$ cat src/rtl/muldiv_pkg.sv
// Shared types and op-decode helpers for the iterative multiply/divide unit.
package muldiv_pkg;

  // RISC-V M-extension funct3 encoding
  typedef enum logic [2:0] {
    OP_MUL    = 3'b000,
    OP_MULH   = 3'b001,
    OP_MULHSU = 3'b010,
    OP_MULHU  = 3'b011,
    OP_DIV    = 3'b100,
    OP_DIVU   = 3'b101,
    OP_REM    = 3'b110,
    OP_REMU   = 3'b111
  } op_e;

  typedef enum logic [1:0] {
    IDLE = 2'd0,
    CALC = 2'd1,
    DONE = 2'd2
  } state_e;

  // Divide/remainder family
  function automatic logic is_div(input logic [2:0] op);
    return op[2];
  endfunction

  // rs1 is interpreted as two's complement
  function automatic logic is_signed_a(input logic [2:0] op);
    return (op == OP_MULH) || (op == OP_MULHSU) || (op == OP_DIV) || (op == OP_REM);
  endfunction

  // rs2 is interpreted as two's complement
  function automatic logic is_signed_b(input logic [2:0] op);
    return (op == OP_MULH) || (op == OP_DIV) || (op == OP_REM);
  endfunction

endpackage

$ cat src/rtl/muldiv_divstep.sv
// One restoring-division iteration: shift in the next dividend bit, trial-subtract.
module muldiv_divstep
  import muldiv_pkg::*;
#(
  parameter int unsigned WIDTH = 32
) (
  input  logic [WIDTH-1:0] rem,
  input  logic [WIDTH-1:0] quo,
  input  logic [WIDTH-1:0] divisor,
  output logic [WIDTH-1:0] rem_next,
  output logic [WIDTH-1:0] quo_next
);

  logic [WIDTH:0] trial_c;

  // Keep the difference only when it does not borrow; quotient bit records the outcome
  always_comb begin
    trial_c = {rem, quo[WIDTH-1]} - {1'b0, divisor};
    if (trial_c[WIDTH]) begin
      rem_next = {rem[WIDTH-2:0], quo[WIDTH-1]};
      quo_next = {quo[WIDTH-2:0], 1'b0};
    end else begin
      rem_next = trial_c[WIDTH-1:0];
      quo_next = {quo[WIDTH-2:0], 1'b1};
    end
  end

endmodule

$ cat src/rtl/muldiv_unit.sv
// Iterative RISC-V M multiply/divide unit, one bit per cycle on operand magnitudes.
// Optional divider: define MULDIV_DIVIDER_EN; otherwise divide ops return 0 via the fast path.
module muldiv_unit
  import muldiv_pkg::*;
#(
  parameter int unsigned WIDTH = 32
) (
  input  logic             clock,
  input  logic             reset,
  input  logic             start,
  input  logic [2:0]       op,
  input  logic [WIDTH-1:0] operand_a,
  input  logic [WIDTH-1:0] operand_b,
  input  logic             flush,
  output logic             ready,
  output logic             busy,
  output logic             done,
  output logic [WIDTH-1:0] result
);

  localparam int unsigned CNT_W = $clog2(WIDTH);

  state_e             state, state_next;
  logic [CNT_W-1:0]   cnt;
  logic [2:0]         op_q;
  logic [WIDTH-1:0]   acc, lo, mcand;
  logic               neg_q;

  logic               accept_c, last_c, fast_c;
  logic [WIDTH-1:0]   fast_res_c;
  logic               sign_a_c, sign_b_c;
  logic [WIDTH:0]     msum_c;
  logic [WIDTH-1:0]   acc_n_c, lo_n_c, res_c;
  logic [2*WIDTH-1:0] prod_c;

  function automatic logic [WIDTH-1:0] mag(input logic [WIDTH-1:0] x, input logic neg);
    return neg ? -x : x;
  endfunction

  assign sign_a_c = is_signed_a(op) & operand_a[WIDTH-1];
  assign sign_b_c = is_signed_b(op) & operand_b[WIDTH-1];

`ifdef MULDIV_DIVIDER_EN
  localparam logic [WIDTH-1:0] MIN_NEG = {1'b1, {(WIDTH-1){1'b0}}};

  logic             neg_rem_q;
  logic [WIDTH-1:0] drem_c, dquo_c;

  muldiv_divstep #(.WIDTH(WIDTH)) u_divstep (
    .rem      (acc),
    .quo      (lo),
    .divisor  (mcand),
    .rem_next (drem_c),
    .quo_next (dquo_c)
  );

  // Divide by zero and signed overflow resolve immediately
  always_comb begin
    fast_c     = 1'b0;
    fast_res_c = '0;
    if (is_div(op)) begin
      if (operand_b == '0) begin
        fast_c     = 1'b1;
        fast_res_c = op[1] ? operand_a : '1;
      end else if (is_signed_a(op) && operand_a == MIN_NEG && operand_b == '1) begin
        fast_c     = 1'b1;
        fast_res_c = op[1] ? '0 : operand_a;
      end
    end
  end
`else
  // Without a divider every divide op resolves immediately to zero
  always_comb begin
    fast_c     = is_div(op);
    fast_res_c = '0;
  end
`endif

  // Next-state logic; flush overrides start and CALC completion
  always_comb begin
    state_next = state;
    accept_c   = 1'b0;
    last_c     = (cnt == CNT_W'(WIDTH - 1));
    if (flush) begin
      state_next = IDLE;
    end else begin
      case (state)
        IDLE: if (start) begin
          accept_c   = 1'b1;
          state_next = fast_c ? DONE : CALC;
        end
        CALC: if (last_c) state_next = DONE;
        DONE: state_next = IDLE;
        default: state_next = IDLE;
      endcase
    end
  end

  // State register with registered status outputs
  always_ff @(posedge clock or posedge reset) begin
    if (reset) begin
      state <= IDLE;
      ready <= 1'b1;
      busy  <= 1'b0;
      done  <= 1'b0;
    end else begin
      state <= state_next;
      ready <= (state_next == IDLE);
      busy  <= (state_next != IDLE);
      done  <= (state_next == DONE);
    end
  end

  // One iteration of the active algorithm plus sign fixup of the final value
  always_comb begin
    msum_c  = {1'b0, acc} + (lo[0] ? {1'b0, mcand} : '0);
    acc_n_c = msum_c[WIDTH:1];
    lo_n_c  = {msum_c[0], lo[WIDTH-1:1]};
    prod_c  = {acc_n_c, lo_n_c};
    if (neg_q) prod_c = -prod_c;
    res_c   = (op_q == OP_MUL) ? prod_c[WIDTH-1:0] : prod_c[2*WIDTH-1:WIDTH];
`ifdef MULDIV_DIVIDER_EN
    if (is_div(op_q)) begin
      acc_n_c = drem_c;
      lo_n_c  = dquo_c;
      if (op_q[1]) res_c = neg_rem_q ? -drem_c : drem_c;
      else         res_c = neg_q ? -dquo_c : dquo_c;
    end
`endif
  end

  // Operand capture, iteration registers and result
  always_ff @(posedge clock or posedge reset) begin
    if (reset) begin
      cnt    <= '0;
      op_q   <= '0;
      acc    <= '0;
      lo     <= '0;
      mcand  <= '0;
      neg_q  <= 1'b0;
      result <= '0;
`ifdef MULDIV_DIVIDER_EN
      neg_rem_q <= 1'b0;
`endif
    end else if (accept_c) begin
      cnt   <= '0;
      op_q  <= op;
      acc   <= '0;
      neg_q <= sign_a_c ^ sign_b_c;
      // Divide keeps the dividend in lo; multiply keeps the multiplier there
      lo    <= is_div(op) ? mag(operand_a, sign_a_c) : mag(operand_b, sign_b_c);
      mcand <= is_div(op) ? mag(operand_b, sign_b_c) : mag(operand_a, sign_a_c);
`ifdef MULDIV_DIVIDER_EN
      neg_rem_q <= sign_a_c;
`endif
      if (fast_c) result <= fast_res_c;
    end else if (state == CALC && !flush) begin
      acc <= acc_n_c;
      lo  <= lo_n_c;
      cnt <= cnt + CNT_W'(1);
      if (last_c) result <= res_c;
    end
  end

endmodule
$ cat config.mk
export PLATFORM = sky130hd
export DESIGN_NAME = muldiv_unit
export DESIGN_NICKNAME = d
export VERILOG_FILES = /design/src/rtl/muldiv_pkg.sv /design/src/rtl/muldiv_divstep.sv /design/src/rtl/muldiv_unit.sv
export SDC_FILE = /design/constraint.sdc
export NUM_CORES = 1
export LEC_CHECK = 0
export CORE_AREA = 2 2 163 133
export CTS_BUF_LIST = sky130_fd_sc_hd__clkbuf_16
export DETAILED_ROUTE_END_ITERATION = 16
export DIE_AREA = 0 0 165 135
export DONT_BUFFER_PORTS = 1
export HOLD_SLACK_MARGIN = 0.1
export PLACE_DENSITY_LB_ADDON = 0.15
export REMOVE_ABC_BUFFERS = 1
export SLEW_MARGIN = 30
export SYNTH_ARGS = -nofsm -noshare
export SYNTH_HDL_FRONTEND = slang
export SYNTH_SLANG_ARGS = --single-unit
$ cat constraint.sdc
create_clock -name clock -period 6.3 [get_ports clock]
set_input_delay 1.26 -clock clock [delete_from_list [all_inputs] [get_ports clock]]
set_output_delay 1.26 -clock clock [all_outputs]
set_load 0.01 [all_outputs]
==> results of run 1 <==
critical path: cells and delay by family, from the launching register on:
family,cells,cell delay (ns)
compound gates,4,1.86
xor+xnor,2,0.44
fa+ha+maj,1,0.44
simple gates,5,1.60
flops,1,0.74
metrics by stage:
| step | utilization | std cells |
|---|---|---|
| CTS | 0.579 | 1630 |
| global placement | 0.550 | 1598 |
| detailed placement | 0.550 | 1598 |
| floorplan | - | 1320 |
| finish | 0.579 | 1630 |
| global route | 0.579 | 1630 |
registers in the layout, indices dropped and copies added (netlist names), 2 cells and up:
name and flops:
result 32, state 2, lo 32, op_q 3
cnt 5, acc 32, mcand 32
cell usage in the layout, fill, tap and decap left out, types with 8 or more instances in the layout:
master	count
nand2_1	166
o21ai_0	166
dfrtp_1	141
a21oi_1	121
nor2_1	117
xnor2_1	73
xor2_1	62
and2_1	44
ha_1	37
o31ai_1	30
a22o_1	29
a22oi_1	29
inv_1	28
nor3_1	25
or3_1	17
nand4_1	17
clkbuf_16	17
nand3_1	16
a31oi_1	14
a21o_1	13
or4_1	13
o41ai_1	12
nor4_1	9
buf_4	9
a211oi_1	8
kinds of logic after synthesis:
group,Yosys count,synth area share
compound gates,486,0.270
simple gates,481,0.215
flops,142,0.318
xor+xnor,135,0.106
buf+inv,113,0.0381
fa+ha+maj,38,0.0432
mux,9,0.00952
power by group through the flow:
stage                     combinational (mW)  clock, mW  sequential, mW
after floorplan                         1.07          0            1.19
after global placement                  1.40          0            1.26
after detailed placement                1.42          0            1.26
after CTS                               1.43       1.06            1.24
after global routing                    1.60       1.10            1.27
final                                   1.46       1.05            1.25
final timing paths:
path	end	cells past startpoint	slack (ns)
worst max-delay path	result[30]	12	1.12
worst min-delay path	mcand[20]	2	0.48
worst max register to register	result[30]	12	1.12
worst min register to register	mcand[20]	2	0.48
max in group asynchronous	mcand[19]	2	4.46
min in group asynchronous	done	1	0.82
metal layers:
metal	track usage	wire length (µm)	vias up
met5	0	0	-
met4	0.0541	371	0
met3	0.0808	3080	32
met2	0.425	13800	454
met1	0.488	16500	4971
li1	-	-	5005
cell type report:
type	count	area, µm²	share of cell area
sequential	142	3550	0.299
clock buffer	17	425	0.0358
inverter	29	119	0.0100
clock inverter	15	175	0.0147
multi-input combinational	1149	7210	0.607
timing repair buffer	9	67.6	0.00568
tap	269	337	0.0283
==> impl_metrics.yaml, run 1 <==
outcome:
  status: "completed"
drt:
  vias: 10500
  wl_per_cell_um: 20.8
  firstDrtPassIters: 7
  drc: 0
  vias_per_cell: 6.42
  drt_iter0_markers: 1007
  drt_wl_total_um: 33800
  ant_nets: 0
worst_setup_path:
  crit_path_end_kind: "register"
  cp.required_ns: 6.62
  path_cells: "and2_1, ha_1, nand2_1, or4_1, a211oi_1, nor3_1, xnor2_1, a211oi_1, nand4_1, o41ai_1, xor2_1, o21ai_1"
  cp-startpoint: "lo[0]"
  arrival_ns: 5.50
  cp_common_cell: "a211oi_1"
  startpoint_type: "register"
  cp_slowest_cell: "dfrtp_1"
  slowest_delay_ns: 0.74
  criticalPathCategory: "reg -> reg"
  timing.rr.start: "lo[0]"
  worstPathMaxFanout: 33
sta:
  maxSlewViolCount: 0
  period_share: 0.822
  fmax_mhz: 193
  hold_viol_final: 0
  setup_tns_ns: 0
  holdWs_ns: 0.482
  worst_pin_slew_ns: 0.944
  rsz0062_at_grt: "false"
  setup_slack_ns: 1.12
  fin_skew_ns: 0.0111
  layout_min_cycle_time_ns: 5.18
  finalSetupViolCount: 0
  slew_headroom: 0.371
yosys:
  synth_edf_count: 0
  yosys_warnings: 0
  ys_async_sr_fraction: 1.00
  syn-mean-instance-area_um2: 7.96
  synth.ff_latch_count: 142
  synth_top_area_frac: 0.316
  yosys-top-cells-count: "nand2_1, o21ai_0, dfrtp_1"
  ys.flop_type: "dfrtp_1"
  synth_cell_types: 78
  synth_area_leaders: "dfrtp_1, o21ai_0, xnor2_1"
  yosysSeqAreaShare: 0.318
  synth_cells: 1404
  synth_area_um2: 11200
  yosysTopAreaCell: "dfrtp_1"
cts:
  post-cts-setup-buffer-count: 0
  clk_pin_slew_worst_paths_ns: 0.06
  clock_sinks: 142
  htreeDepth: 4
  cts_tree: "done"
  ctsResizeCount: 0
  cts_buffer_depth: 2
  worstSkewPairLatency_ns: 0.44
  root_buffer: "clkbuf_16"
  numCtsBuffers: 17
  postCtsHoldBufs: 0
power:
  power_density_nw_per_um2: 317
  comb_power_share: 0.388
  power.total_mw: 3.77
  netSwitchingFraction: 0.417
  p_clk_frac: 0.280
  seq_power_share: 0.333
  p_int_mw: 2.20
  p_leak_nw: 4.99
  switchingPower_mw: 1.57
  vdd_drop_max_mv: 0.195
floorplanning:
  fp.dieH_um: 135
  row_count: 47
  io_pins: 106
  dieArea_um2: 22300
  coreArea_um2: 20500
  chipWidth_um: 165
  start_util: 0.545
layout:
  fin_nets: 1457
  areaGrowthSynthToFinish_pct: 6.39
  drive_gt1_frac: 0.0588
  diodes: 0
  nFillCells: 1876
  fin_area_um2: 11900
worst_hold_path:
  worstHoldStart: "mcand[20]"
  worstHoldPathType: "reg -> reg"
global_route:
  grt_max_degree: 107
  grt_pass1_wl_um: 52700
  grt_usage: 0.310
  overflow: 0
  grt_pass1_vias: 9297
  antenna_found_initial: 0
placed_design:
  place_congestion: 0.926
  dp_hpwl_um: 24800
  place_area_um2: 11300
  portBuffers: 0
  pre_cts_ws_ns: 1.26
flow_run:
  maxCapViolations: 0
No activity file was read; power rests on OpenSTA's default activity.
==> inputs of run 2 (changes only) <==
Clock period 6.3 ns to 5.3 ns, I/O delays scaled along.
==> run 2 against run 1 <==
Worst hold slack got worse by 0.0047 ns. Power increased by 19%. Utilization increased by 0.17 points. Sequential cell count unchanged. Sequential share of layout area decreased by 0.088 points. Global-route usage decreased by 0.34 points. Critical path type unchanged. Highest routed layer unchanged.
==> impl_metrics.yaml, run 2 (synthesis gave the netlist of run 1 again) <==
sta:
  finalSetupViolCount: 0
  rsz0062_at_grt: "false"
  slew_headroom: 0.387
  maxSlewViolCount: 0
  layout_min_cycle_time_ns: 4.68
  fmax_mhz: 214
  hold_viol_final: 0
  period_share: 0.883
  fin_skew_ns: 0.0124
  setup_tns_ns: 0
  setup_slack_ns: 0.618
  worst_pin_slew_ns: 0.917
drt:
  wl_per_cell_um: 20.4
  drt_wl_total_um: 33300
  firstDrtPassIters: 5
  vias: 10300
  ant_nets: 0
  vias_per_cell: 6.33
  drc: 0
  drt_iter0_markers: 1261
layout:
  drive_gt1_frac: 0.0608
  nFillCells: 1878
  fin_nets: 1462
  final_cell_mix: "nand2_1, o21ai_0, dfrtp_1"
  seq_area_um2: 3550
  multi_input_area_um2: 7210
  areaGrowthSynthToFinish_pct: 6.71
  diodes: 0
worst_setup_path:
  ff2ff_setup_slack_ns: 0.62
  arrival_ns: 5.00
  startpoint_type: "register"
  cp.required_ns: 5.62
  crit_path_end_kind: "register"
  criticalPathCategory: "reg -> reg"
  worstPathMaxFanout: 14
cts:
  clk_pin_slew_worst_paths_ns: 0.06
  numCtsBuffers: 17
  post-cts-setup-buffer-count: 0
  ctsResizeCount: 0
  htreeDepth: 4
  cts_tree: "done"
  root_buffer: "clkbuf_16"
  clock_sinks: 142
  postCtsHoldBufs: 0
  worstSkewPairLatency_ns: 0.44
  cts_buffer_depth: 2
global_route:
  grt_usage: 0.306
  antenna_found_initial: 0
  overflow: 0
  grt_max_degree: 109
  grt_pass1_wl_um: 52800
  grt_pass1_vias: 9516
outcome:
  status: "completed"
placed_design:
  dp_hpwl_um: 24600
  place_congestion: 0.926
  pre_cts_ws_ns: 0.755
  portBuffers: 0
floorplanning:
  row_count: 47
  io_pins: 106
  chipWidth_um: 165
  start_util: 0.545
  dieArea_um2: 22300
  coreArea_um2: 20500
  fp.dieH_um: 135
power:
  vdd_drop_max_mv: 0.182
  power.total_mw: 4.48
  power_density_nw_per_um2: 376
  p_leak_nw: 5.01
flow_run:
  maxCapViolations: 0
worst_hold_path:
  worstHoldPathType: "reg -> reg"
==> run 2: cell count changes in the layout (fill, tap and decap cells not counted) <==
cell | previous run | this run
buf_4 | 9 | 14
inv_6 | 5 | 2
inv_8 | 4 | 1
clkinvlp_4 | 1 | 3
inv_1 | 28 | 30
bufinv_16 | 2 | 3
clkinv_2 | 0 | 1
==> run 2: layout make-up <==
class	count	share of cell area
Multi-Input combinational cell	1149	0.605
Inverter	29	0.00997
Sequential cell	142	0.298
Clock inverter	15	0.0145
Clock buffer	17	0.0357
Tap cell	269	0.0282
Timing Repair Buffer	14	0.00881
==> run 2: metrics by stage <==
| step | hold slack (ns) | util | std cells | instance area, µm² |
|---|---|---|---|---|
| after global routing | 0.502 | 0.581 | 1635 | 11900 |
| after CTS | 0.478 | 0.581 | 1635 | 11900 |
| after global placement | 0.456 | 0.552 | 1603 | 11300 |
| after detailed placement | 0.465 | 0.552 | 1603 | 11300 |
| final | 0.477 | 0.581 | 1635 | 11900 |
| after floorplan | 0.442 | - | 1320 | 10900 |
==> run 2: critical path: stages, from the launching register on <==
cell and delay, ns:
dfrtp_1 0.49, and2_1 0.22, ha_1 0.43, and2_1 0.27, a221oi_1 0.47, a21oi_1 0.20
or3_1 0.44, a2111o_1 0.54, nor4_4 0.43, nand4_1 0.29, o41ai_1 0.52, xor2_1 0.19
o21ai_1 0.07
==> run 2: final timing paths <==
path / from / end / depth (start not counted)
hold reg to reg: mcand[7] / mcand[7] / 2
min in group asynchronous: reset / acc[9] / 1
setup / recovery: lo[0] / result[30] / 12
setup reg to reg: lo[0] / result[30] / 12
max in group asynchronous: reset / mcand[24] / 2
hold / removal: mcand[7] / mcand[7] / 2
==> run 2: power breakdown <==
part           internal, mW  switching, mW
Clock                 0.738          0.503
Combinational         0.665           1.11
Sequential             1.25          0.211
Total                  2.66           1.82
==> run 2: metal layers <==
| metal | wire length (µm) | vias up | share of wire | GRT usage |
|---|---|---|---|---|
| met4 | 498 | 0 | 0.015 | 0.0638 |
| met1 | 16300 | 4830 | 0.49 | 0.486 |
| met3 | 2960 | 41 | 0.089 | 0.0752 |
| met2 | 13600 | 465 | 0.41 | 0.415 |
| li1 | - | 5006 | - | - |
| met5 | 0 | - | 0 | 0 |
==> inputs of run 3 (changes only) <==
Settings changed: RECOVER_POWER from default to 50, SLEW_MARGIN 30 to default.
==> run 3 against run 2 <==
The flow now finishes with violations (max-capacitance violations, max-slew violations). Sequential share of layout area increased by 0.17 points. First-iteration DRC count fell by 11%. Worst setup slack improved by 0.080 ns. Clock-buffer cell count stayed put. Power down 1.6%. Combinational power hardly changed. Clock power down 5%. Via count barely moved. Routed wire length is essentially flat. Fmax increased by 1.7%. Utilization fell by 0.32 points. Critical path depth is the same. Critical endpoint unchanged.
==> impl_metrics.yaml, run 3 (synthesis gave the netlist of run 1 again) <==
outcome:
  status: "finished with violations"
  violations: "max-capacitance violations, max-slew violations"
worst_hold_path:
  hold_end: "mcand[7]"
  worstHoldStart: "mcand[7]"
  worstHoldPathType: "reg -> reg"
  min_path_cells: 2
drt:
  wl_per_cell_um: 20.4
  ant_nets: 0
  drc: 0
  vias_per_cell: 6.32
  drt_wl_total_um: 33300
  drt_iter0_markers: 1119
  vias: 10300
  firstDrtPassIters: 6
sta:
  fin_skew_ns: 0.0133
  maxSlewViolCount: 311
  rsz0062_at_grt: "false"
  period_share: 0.868
  finalSetupViolCount: 0
  setup_slack_ns: 0.698
  fmax_mhz: 217
  layout_min_cycle_time_ns: 4.60
  slew_headroom: -1.41
  hold_viol_final: 0
  worst_pin_slew_ns: 3.61
  setup_tns_ns: 0
cts:
  clock_sinks: 142
  worstSkewPairLatency_ns: 0.44
  postCtsHoldBufs: 0
  clk_pin_slew_worst_paths_ns: 0.07
  root_buffer: "clkbuf_16"
  htreeDepth: 4
  cts_buffer_depth: 2
  ctsResizeCount: 0
  cts_tree: "done"
  numCtsBuffers: 17
  post-cts-setup-buffer-count: 0
layout:
  drive_gt1_frac: 0.0564
  areaGrowthSynthToFinish_pct: 6.11
  fin_nets: 1462
  final_cell_mix: "nand2_1, o21ai_0, dfrtp_1"
  diodes: 0
  fin_area_um2: 11900
  post-route-util: 0.578
global_route:
  grt_pass1_vias: 9504
  grt_pass1_wl_um: 52700
  overflow: 0
  grt_max_degree: 109
  grt_usage: 0.307
  antenna_found_initial: 0
placed_design:
  portBuffers: 0
  place_congestion: 0.926
  dp_hpwl_um: 24700
  pre_cts_ws_ns: 0.763
  place_area_um2: 11300
worst_setup_path:
  arrival_ns: 4.92
  cp.required_ns: 5.62
  ff2ff_setup_slack_ns: 0.70
  rr_endpoint: "result[30]"
  criticalPathCategory: "reg -> reg"
  r2r_cells: 12
  crit_path_end_kind: "register"
  timing.rr.start: "lo[0]"
  startpoint_type: "register"
  worstPathMaxFanout: 14
flow_run:
  maxCapViolations: 4
floorplanning:
  coreArea_um2: 20500
  io_pins: 106
  dieArea_um2: 22300
  start_util: 0.545
  chipWidth_um: 165
  row_count: 47
  fp.dieH_um: 135
power:
  power_density_nw_per_um2: 372
  vdd_drop_max_mv: 0.235
  p_leak_nw: 4.96
-- run 3: cell types whose count changed in the layout (fill, tap and decap cells not counted) --
cell       delta
buf_4         -4
clkbuf_1      +4
clkinv_1      +3
inv_1         -3
bufinv_16     -2
inv_6         +2
a21oi_1       +1
a21oi_2       -1
clkinv_2      -1
clkinv_4      +1
inv_2         +1
inv_4         -1
nor4b_1       +1
nor4b_2       -1
-- run 3: per-stage QoR --
| stage | power [mW] | instances | hold slack [ns] |
|---|---|---|---|
| 2_1_floorplan | 2.68 | 1320 | 0.442 |
| 3_3_place_gp | 3.17 | 1603 | 0.456 |
| 3_5_place_dp | 3.19 | 1603 | 0.471 |
| 4_1_cts | 4.37 | 1635 | 0.485 |
| 5_1_grt | 4.66 | 1635 | 0.507 |
| 6_report | 4.41 | 1635 | 0.484 |
-- run 3: worst max-delay path by stage --
stage | start | to | slack (ns)
2_1_floorplan | reset | acc[0] | 0.43
3_3_place_gp | lo[0] | result[30] | 0.84
3_5_place_dp | lo[0] | result[30] | 0.76
4_1_cts | lo[0] | result[30] | 0.73
5_1_grt | lo[0] | result[30] | 0.07
6_report | lo[0] | result[30] | 0.70
-- run 3: cell type report --
type                            count  area (µm²)
Tap cell                          269         337
Inverter                           29         113
Fill cell                        1922        8660
Multi-Input combinational cell   1149        7200
Clock inverter                     15         138
Sequential cell                   142        3550
Clock buffer                       17         425
Timing Repair Buffer               14        90.1
-- run 3: layer usage --
layer  track usage  vias up  wire length [µm]
met5             0        -                 0
met4        0.0754        0               504
met3        0.0820       40              3280
met2         0.412      451             13400
met1         0.481     4828             16200
li1              -     5017                 -
-- run 3: power by group --
group	internal (mW)	leakage [nW]	total [mW]	switching [mW]
sequential	1.26	1.86	1.46	0.210
clock	0.652	0.269	1.18	0.523
combinational	0.665	2.83	1.77	1.10
-- run 3: critical path: stages, from the launching register on --
cell      delay (ns)
dfrtp_1         0.49
and2_1          0.22
ha_1            0.43
and2_1          0.26
a221oi_1        0.46
a21oi_1         0.19
or3_1           0.43
a2111o_1        0.54
nor4_4          0.42
nand4_1         0.27
o41ai_1         0.51
xor2_1          0.19
o21ai_1         0.07
